==> config.mk <==
export PLATFORM = sky130hd
export DESIGN_NAME = dcm_lock_ctrl
export DESIGN_NICKNAME = d
export VERILOG_FILES = /design/src/rtl/dcm_lock_ctrl.sv
export SDC_FILE = /design/constraint.sdc
export NUM_CORES = 1
export LEC_CHECK = 0
export CORE_ASPECT_RATIO = 0.7
export CORE_MARGIN = 10
export CORE_UTILIZATION = 59
export DETAILED_ROUTE_END_ITERATION = 7
export GPL_TIMING_DRIVEN = 0
export PLACE_DENSITY_LB_ADDON = 0.15
export SLEW_MARGIN = 25
export SYNTH_ARGS = -nofsm -noshare
export SYNTH_HDL_FRONTEND = slang
export SYNTH_SLANG_ARGS = --single-unit
==> constraint.sdc <==
create_clock -name CLK_IN1 -period 5.1 [get_ports CLK_IN1]
set_input_delay 0.765 -clock CLK_IN1 [delete_from_list [all_inputs] [get_ports CLK_IN1]]
set_output_delay 0.765 -clock CLK_IN1 [all_outputs]
set_load 0.03 [all_outputs]
==> src/rtl/dcm_lock_ctrl.sv <==
// Reset and lock sequencer for the DCM_SP 100 MHz -> 24 MHz clock generator.
// Runs on CLKIN; retries on lock timeout and latches a fault after repeated failures.
module dcm_lock_ctrl #(
    parameter int unsigned RST_HOLD_CYCLES = 8,
    parameter int unsigned LOCK_TIMEOUT    = 50000,
    parameter int unsigned SETTLE_CYCLES   = 16,
    parameter int unsigned MAX_RETRIES     = 7,
    parameter int unsigned CNT_W           = 20
) (
    input  logic       CLK_IN1,
    input  logic       RESET_N,
    input  logic       DCM_LOCKED,
    input  logic [7:0] DCM_STATUS,
    input  logic       FORCE_RELOCK,
    output logic       DCM_RESET,
    output logic       CLK_OK,
    output logic       SYS_RESET_N,
    output logic [3:0] RETRY_CNT,
    output logic       FAULT
);

    localparam logic [2:0] StRstHold  = 3'd0;
    localparam logic [2:0] StWaitLock = 3'd1;
    localparam logic [2:0] StSettle   = 3'd2;
    localparam logic [2:0] StRun      = 3'd3;
    localparam logic [2:0] StFail     = 3'd4;

    localparam logic [CNT_W-1:0] HoldLast    = CNT_W'(RST_HOLD_CYCLES - 1);
    localparam logic [CNT_W-1:0] TimeoutLast = CNT_W'(LOCK_TIMEOUT - 1);
    localparam logic [CNT_W-1:0] SettleLast  = CNT_W'(SETTLE_CYCLES - 1);
    localparam logic [3:0]       RetryMax    = 4'(MAX_RETRIES);

    logic [2:0]       state_q, state_d;
    logic [CNT_W-1:0] cnt_q, cnt_d;
    logic             dcm_reset_q, dcm_reset_d;
    logic             clk_ok_q, clk_ok_d;
    logic [3:0]       retry_q, retry_d;
    logic             fault_q, fault_d;
    logic [2:0]       sync_m, sync_s;
    logic [3:0]       retry_inc;
    logic             lock_s, stop_s;
    logic             unused_status;

    assign unused_status = ^{DCM_STATUS[7:3], DCM_STATUS[0]};

    // Bit 0: LOCKED, bit 1: CLKIN stopped, bit 2: CLKFX stopped.
    always_ff @(posedge CLK_IN1) begin
        if (!RESET_N) begin
            sync_m <= '0;
            sync_s <= '0;
        end else begin
            sync_m <= {DCM_STATUS[2], DCM_STATUS[1], DCM_LOCKED};
            sync_s <= sync_m;
        end
    end

    assign lock_s    = sync_s[0];
    assign stop_s    = sync_s[1] | sync_s[2];
    assign retry_inc = retry_q + 4'd1;

    always_comb begin
        state_d     = state_q;
        cnt_d       = cnt_q;
        dcm_reset_d = dcm_reset_q;
        clk_ok_d    = clk_ok_q;
        retry_d     = retry_q;
        fault_d     = fault_q;
        unique case (state_q)
            StRstHold: begin
                dcm_reset_d = 1'b1;
                clk_ok_d    = 1'b0;
                if (cnt_q == HoldLast) begin
                    state_d     = StWaitLock;
                    cnt_d       = '0;
                    dcm_reset_d = 1'b0;
                end else begin
                    cnt_d = cnt_q + 1'b1;
                end
            end
            StWaitLock, StSettle: begin
                // Lock wins over a coincident timeout; loss/stop in SETTLE counts as a failure.
                if ((state_q == StWaitLock && !lock_s && cnt_q == TimeoutLast) ||
                    (state_q == StSettle && (!lock_s || stop_s))) begin
                    retry_d     = retry_inc;
                    cnt_d       = '0;
                    dcm_reset_d = 1'b1;
                    if (retry_inc == RetryMax) begin
                        state_d = StFail;
                        fault_d = 1'b1;
                    end else begin
                        state_d = StRstHold;
                    end
                end else if (state_q == StWaitLock && lock_s) begin
                    state_d = StSettle;
                    cnt_d   = '0;
                end else if (state_q == StSettle && cnt_q == SettleLast) begin
                    state_d  = StRun;
                    cnt_d    = '0;
                    clk_ok_d = 1'b1;
                    retry_d  = '0;
                end else begin
                    cnt_d = cnt_q + 1'b1;
                end
            end
            StRun: begin
                if (!lock_s || stop_s || FORCE_RELOCK) begin
                    state_d     = StRstHold;
                    cnt_d       = '0;
                    dcm_reset_d = 1'b1;
                    clk_ok_d    = 1'b0;
                end
            end
            StFail: begin
                dcm_reset_d = 1'b1;
                clk_ok_d    = 1'b0;
                fault_d     = 1'b1;
                if (FORCE_RELOCK) begin
                    state_d = StRstHold;
                    cnt_d   = '0;
                    fault_d = 1'b0;
                    retry_d = '0;
                end
            end
            default: begin
                state_d     = StRstHold;
                cnt_d       = '0;
                dcm_reset_d = 1'b1;
                clk_ok_d    = 1'b0;
            end
        endcase
    end

    always_ff @(posedge CLK_IN1) begin
        if (!RESET_N) begin
            state_q     <= StRstHold;
            cnt_q       <= '0;
            dcm_reset_q <= 1'b1;
            clk_ok_q    <= 1'b0;
            retry_q     <= '0;
            fault_q     <= 1'b0;
        end else begin
            state_q     <= state_d;
            cnt_q       <= cnt_d;
            dcm_reset_q <= dcm_reset_d;
            clk_ok_q    <= clk_ok_d;
            retry_q     <= retry_d;
            fault_q     <= fault_d;
        end
    end

    assign DCM_RESET   = dcm_reset_q;
    assign CLK_OK      = clk_ok_q;
    assign SYS_RESET_N = clk_ok_q;
    assign RETRY_CNT   = retry_q;
    assign FAULT       = fault_q;

endmodule

==> summary.txt, run 1 <==
Outcome
  • Status: finished, final reports clean

Critical path
  • Startpoint types: input pin
  • Top delay family on crit path: simple AND/OR/NAND/NOR gates
  • Critical R2R Capture: cnt_q[17]
  • Path depth of the worst reg2reg path: 8
  • Critical path depth: 8
  • Crit path largest cell delay: 0.65 ns
  • Crit path from: FORCE_RELOCK
  • Critical Path AT: 2.66 ns
  • WP data required: 5.28 ns
  • Setup CP Type: input pin to register
  • R2r setup slk: 2.82 ns
  • Worst Setup EP: cnt_q[15]
  • Setup crit end kind: register
  • Worst Path Buf+Inv: 2
  • Slowest cell on crit path: nor4b_1
  • CP cell instances: clkdlybuf4s50_1 > nor4b_1 > a41o_1 > buf_4 > nor4_4 > nand3_1 > xor2_1 > nor2_1
  • RR Startpoint: cnt_q[0]
  • Critical path fanouts, max: 10

Clocking
  • CTS H-tree depth: 2
  • Clock Sinks: 36
  • Postcts setup bufs: 0
  • CTS max path bufs: 2
  • CTS clock-pin slew for the worst setup and hold paths: 0.07 ns
  • CTS buffer count: 5
  • PostCTS Resize Cnt: 0
  • Insertion delay to the later sink of the worst-skew pair: 0.29 ns
  • Buffer type at the clock tree root: clkbuf_8
  • CTS tree: yes
  • Post-CTS Hold Fix Bufs: 0

Final layout
  • # diodes: 0
  • Area taken by multi-input logic gates: 967 um2
  • Fillers: 210
  • FF/Latch Area: 721 um2
  • Area growth syn-to-layout: 16.2%
  • Fraction of layout cells with a size suffix above 1: 9.50%
  • Final Net Count: 235

Synthesis
  • Syn Nets: 215
  • Post-Syn Area: 1760 um2
  • Flops & latches, synth: 36
  • Netlist cell types: 41
  • Post-Syn Instances: 200
  • Mean Syn Cell Area: 8.82 um2
  • Seq/Total Area, Yosys: 40.9%
  • Yosys warning count: 0

GRT
  • Gr ovfl total: 0
  • First-pass GRT wire length: 6270 um
  • Antenna violations before repair: 0
  • Total GRT Usage: 13.4%
  • Vias in the first global route: 1403
  • Largest net degree at the start of global routing: 13

Timing
  • Final hold vios: 0
  • TNS Setup: 0 ns
  • Final WS setup: 2.62 ns
  • Unrepaired setup endpoints after global routing: no
  • Tmin final: 2.48 ns
  • Slew @ Worst Pin: 0.760 ns
  • F_max: 404 MHz
  • Final worst-path cycle share: 48.6%
  • Setup violators final: 0
  • Final setup skew: 0.00426 ns
  • Final slew viol count: 0
  • Rel. slew slack: 48.6%

Placement
  • DP Worst Slack: 2.37 ns
  • DPL Wire Length: 2620 um
  • Port buffer count: 13
  • Placer Congestion: 0.801

Pwr
  • PwrDens: 309 nW/um2
  • Clock power frac: 39.2%
  • P_int: 474 uW
  • Psw: 160 uW
  • Comb pwr share: 13.8%
  • Final total power: 634 uW
  • Max VDD drop: 0.000182 V
  • Seq pwr share: 47.0%
  • LEAKAGE: 0.000782 uW
  • Sw frac: 25.3%

Floorplan
  • Initial Util: 62.5%
  • Die Y: 65.8 um
  • I/O pins: 20
  • Die W: 85.4 um
  • Row count: 16
  • Die ar.: 5610 um2
  • Core ar.: 2820 um2

Drt
  • First-pass DRT Iterations: 4
  • Initial DRC count: 148
  • Drt wl/cell: 14.2 um
  • Residual DRC: 0
  • Drt total wl: 3640 um
  • DR vias/cell: 5.62
  • Via Count: 1444
  • Post-route antenna net violation count: 0

Hold path
  • Worst hold path class: register to register

Run
  • Max-cap violations: 0
## cells by family after synthesis
group / synth area share [%]
AO/OA/AOI/OAI: 9.86
XOR/XNOR: 9.43
adder cells (fa/ha/maj): 2.13
buffers and inverters: 4.33
flip-flops: 40.9
multiplexers: 1.13
AND/OR/NAND/NOR: 32.3
## worst min-delay path by stage
stage                    from   endpoint  slack, ns  cells after the start
global placement    sync_m[1]  sync_s[1]       0.42                      1
detailed placement  sync_m[1]  sync_s[1]       0.42                      1
global route        sync_m[1]  sync_s[1]       0.46                      1
finish              sync_m[2]  sync_s[2]       0.44                      1
CTS                 sync_m[1]  sync_s[1]       0.44                      1
floorplan           sync_m[0]  sync_s[0]       0.41                      1
## cells in the final DEF, fill, tap and decap left out, types with 6 or more instances in the layout
cell type        netlist  layout
nor2b_1                6       6
nand3_1               11      11
dfxtp_1               36      36
nand4_1                6       6
xnor2_1                6       6
nand2_1               15      15
clkdlybuf4s50_1        0      13
xor2_1                13      13
and2_1                 8       8
nor2_1                31      31
## cells in the mapped netlist
cell	number	area, um2
o211a_1	2	20.0
or3_1	2	12.5
a22oi_1	1	7.51
a21boi_0	1	7.51
xor2_1	13	114
and4_1	3	26.3
or3b_1	1	8.76
a31o_2	1	8.76
nor4b_1	3	26.3
mux2i_1	2	20.0
nand3b_1	1	7.51
o221a_2	2	22.5
dfxtp_1	36	721
nor4_1	2	12.5
clkbuf_1	3	11.3
and3_1	5	31.3
a21oi_1	5	25.0
a21boi_1	1	7.51
ha_1	3	37.5
buf_6	2	22.5
nor2b_1	6	37.5
a31oi_1	1	6.26
o21ai_4	1	16.3
nand3_1	11	55.1
nand2_1	15	56.3
nor3_1	4	20.0
inv_1	4	15.0
nand4_1	6	37.5
nor4_2	2	25.0
buf_2	1	5.00
and4b_1	1	10.0
nor2_1	31	116
nor3b_1	2	15.0
and2_1	8	50.1
o21ai_0	5	25.0
a311o_1	1	10.0
a41o_1	1	10.0
xnor2_1	6	52.6
o21a_1	1	7.51
buf_4	3	22.5
nor4_4	1	21.3
## power groups by stage
stage	clock [uW]	combinational [uW]	sequential, uW
2_1_floorplan	0	65.5	303
3_3_place_gp	0	81.8	304
3_5_place_dp	0	85.3	304
4_1_cts	253	86.8	298
5_1_grt	264	96.3	299
6_report	249	87.3	298
## state kept, by name, indices dropped and copies added (netlist names)
name       cells
sync_m         3
FAULT          1
CLK_OK         1
RETRY_CNT      4
state_q        3
sync_s         3
cnt_q         20
DCM_RESET      1
## worst register-to-register path: cells and delay by family, from the launching register on
family,cells,cell delay (ns)
and+or+nand+nor,4,0.69
AOI/OAI and AO/OA,2,0.59
DFF,1,0.40
adders and majority gates,1,0.30
buffers and inverters,1,0.18
## through the flow
stage / area (um2) / util (%) / hold slack, ns / cells
after global placement: 1940 / 68.7 / 0.419 / 249
final: 2050 / 72.7 / 0.438 / 257
after detailed placement: 1940 / 68.7 / 0.424 / 249
after CTS: 2050 / 72.7 / 0.442 / 257
after global routing: 2050 / 72.7 / 0.460 / 257
after floorplan: 1760 / - / 0.412 / 200
## final cells by class
class / instances / share of cell area, %
buffer: 9 / 2.99
sequential: 36 / 35.1
inverter: 4 / 0.732
clock inverter: 3 / 2.07
tap: 36 / 2.20
multi-input combinational: 151 / 47.2
timing repair buffer: 13 / 6.35
clock buffer: 5 / 3.36
## per-layer routing
metal	up-vias	routed length [um]	GRT usage, %
met5	-	0	0
met2	37	1550	20.6
met3	9	177	3.94
li1	738	-	-
met1	660	1860	17.2
met4	0	48	5.53
No activity file was read; power rests on OpenSTA's default activity.
==> run 2, diff against run 1 <==
--- a/config.mk
+++ b/config.mk
@@ -7,7 +7,7 @@
 export LEC_CHECK = 0
 export CORE_ASPECT_RATIO = 0.7
 export CORE_MARGIN = 10
-export CORE_UTILIZATION = 59
+export CORE_UTILIZATION = 55
 export DETAILED_ROUTE_END_ITERATION = 7
 export GPL_TIMING_DRIVEN = 0
 export PLACE_DENSITY_LB_ADDON = 0.15
==> constraint.sdc (replaced) <==
create_clock -name CLK_IN1 -period 2.3 [get_ports CLK_IN1]
set_input_delay 0.345 -clock CLK_IN1 [delete_from_list [all_inputs] [get_ports CLK_IN1]]
set_output_delay 0.345 -clock CLK_IN1 [all_outputs]
set_load 0.03 [all_outputs]
==> summary.txt, run 2 (synthesis gave the netlist of run 1 again) <==
Pwr
  • Psw: 353 uW
  • Final total power: 1640 uW
  • Sw frac: 21.5%
  • P_int: 1290 uW
  • Clock power frac: 46.8%
  • Comb pwr share: 12.9%
  • PwrDens: 769 nW/um2
  • Max VDD drop: 0.000484 V
  • LEAKAGE: 0.000820 uW
  • Seq pwr share: 40.3%

Critical path
  • Top delay family on crit path: simple AND/OR/NAND/NOR gates
  • Critical path fanouts, max: 10
  • Setup crit end kind: register
  • RR Startpoint: cnt_q[0]
  • Setup CP Type: register to register
  • WP data required: 2.48 ns
  • Worst Path Buf+Inv: 1
  • Slowest cell on crit path: dfxtp_1
  • CP cell instances: ha_2 > nor4b_2 > and3_1 > nand4_1 > a31o_2 > o21ai_4 > buf_6 > nor2_1
  • Startpoint types: register
  • R2r setup slk: 0.11 ns
  • Crit path largest cell delay: 0.40 ns
  • Path depth of the worst reg2reg path: 8
  • Critical Path AT: 2.37 ns
  • Critical R2R Capture: cnt_q[17]

Floorplan
  • Row count: 17
  • Die ar.: 5910 um2
  • I/O pins: 20
  • Initial Util: 56.8%
  • Die W: 87.7 um
  • Die Y: 67.4 um
  • Core ar.: 3110 um2

Final layout
  • Area growth syn-to-layout: 21.0%
  • Final instance area: 2130 um2
  • Fillers: 236
  • Final Net Count: 238
  • Area taken by multi-input logic gates: 978 um2
  • Commonest non-fill, non-tap cell in the layout: dfxtp_1
  • Fraction of layout cells with a size suffix above 1: 12.1%
  • # diodes: 0
  • Most frequent cells in the layout: 36 x dfxtp_1, 30 x nor2_1, 15 x nand2_1
  • Max reg flops: 20
  • Final non-filler cell total: 262
  • Biggest register: cnt_q
  • FF/Latch Area: 721 um2

Clocking
  • Post-CTS Hold Fix Bufs: 0
  • Buffer type at the clock tree root: clkbuf_8
  • CTS buffer count: 5
  • CTS tree: yes
  • CTS max path bufs: 2
  • Insertion delay to the later sink of the worst-skew pair: 0.29 ns
  • Clock Sinks: 36
  • CTS clock-pin slew for the worst setup and hold paths: 0.07 ns
  • CTS H-tree depth: 2

Timing
  • Final WS setup: 0.114 ns
  • Final hold vios: 0
  • Final worst-path cycle share: 95.0%
  • Final setup skew: 0.00297 ns
  • Rel. slew slack: 49.1%
  • Final slew viol count: 0
  • Unrepaired setup endpoints after global routing: yes
  • F_max: 458 MHz
  • Tmin final: 2.19 ns
  • Hold_ws: 0.436 ns
  • Slew @ Worst Pin: 0.752 ns
  • Setup violators final: 0

GRT
  • Antenna violations before repair: 0
  • Total GRT Usage: 13.7%
  • First-pass GRT wire length: 6530 um
  • Largest net degree at the start of global routing: 13
  • Vias in the first global route: 1421
  • Gr ovfl total: 0

Drt
  • Drt wl/cell: 14.1 um
  • DR vias/cell: 5.62
  • Post-route antenna net violation count: 0
  • First-pass DRT Iterations: 4
  • Residual DRC: 0
  • Initial DRC count: 155
  • Drt total wl: 3690 um
  • Via Count: 1472

Placement
  • Placer Congestion: 0.864
  • Placed insts: 251
  • Placed cell areas: 1940 um2
  • DP Worst Slack: -0.0343 ns
  • Port buffer count: 13
  • DPL Wire Length: 2700 um

Run
  • Max-cap violations: 0

Hold path
  • Hold depth: 1
  • HP Start: sync_m[0]
  • Hold Path Sink: sync_s[0]
  • Worst hold path class: register to register

Outcome
  • Status: finished, final reports clean
[run 2: worst max-delay path by stage]
stage	depth (start not counted)	startpoint	end	slack (ns)
after CTS	8	cnt_q[0]	cnt_q[17]	0.01
after global placement	8	FORCE_RELOCK	cnt_q[10]	0.04
after detailed placement	8	FORCE_RELOCK	cnt_q[11]	-0.03
final	8	cnt_q[0]	cnt_q[17]	0.11
after global routing	8	cnt_q[0]	cnt_q[17]	-0.03
after floorplan	8	cnt_q[0]	cnt_q[13]	0.38
[run 2: metal layers]
layer | vias up | global-route usage, % | wire length (um)
li1 | 742 | - | -
met1 | 688 | 17.3 | 1740
met2 | 35 | 21.7 | 1700
met3 | 7 | 4.33 | 210
met4 | 0 | 4.56 | 41
met5 | - | 0 | 0
[run 2: cell type report]
cell class                      count  share of cell area, %
Multi-Input combinational cell    151                   45.8
Sequential cell                    36                   33.8
Timing Repair Buffer               16                   7.15
Clock inverter                      3                   4.22
Clock buffer                        5                   3.22
Buffer                              9                   2.87
Tap cell                           38                   2.23
Inverter                            4                  0.703
[run 2: metrics by stage]
| stage | utilization (%) | TNS (ns) |
|---|---|---|
| 2_1_floorplan | - | 0 |
| 3_3_place_gp | 62.5 | 0 |
| 3_5_place_dp | 62.5 | -0.0343 |
| 4_1_cts | 67.7 | 0 |
| 5_1_grt | 68.7 | -0.124 |
| 6_report | 68.7 | 0 |
[run 2: repair_timing]
| item | 4_1_cts | 5_1_grt |
|---|---|---|
| pin swaps | 0 | 1 |
| hold endpoints to repair | 0 | 0 |
| setup buffers | 0 | 3 |
| gates resized for setup | 1 | 2 |
| setup endpoints to repair | 10 | 19 |
[run 2: worst register-to-register path, cell delays in order (launching register included)]
cell	delay, ns
dfxtp_1	0.40
ha_2	0.26
nor4b_2	0.20
and3_1	0.23
nand4_1	0.17
a31o_2	0.36
o21ai_4	0.23
buf_6	0.17
nor2_1	0.06
[run 2: power by group through the flow]
stage	clock network, uW	logic (uW)	registers, uW
floorplan	0	145	672
global placement	0	182	674
detailed placement	0	191	675
CTS	777	194	661
global route	808	233	663
finish	768	211	661
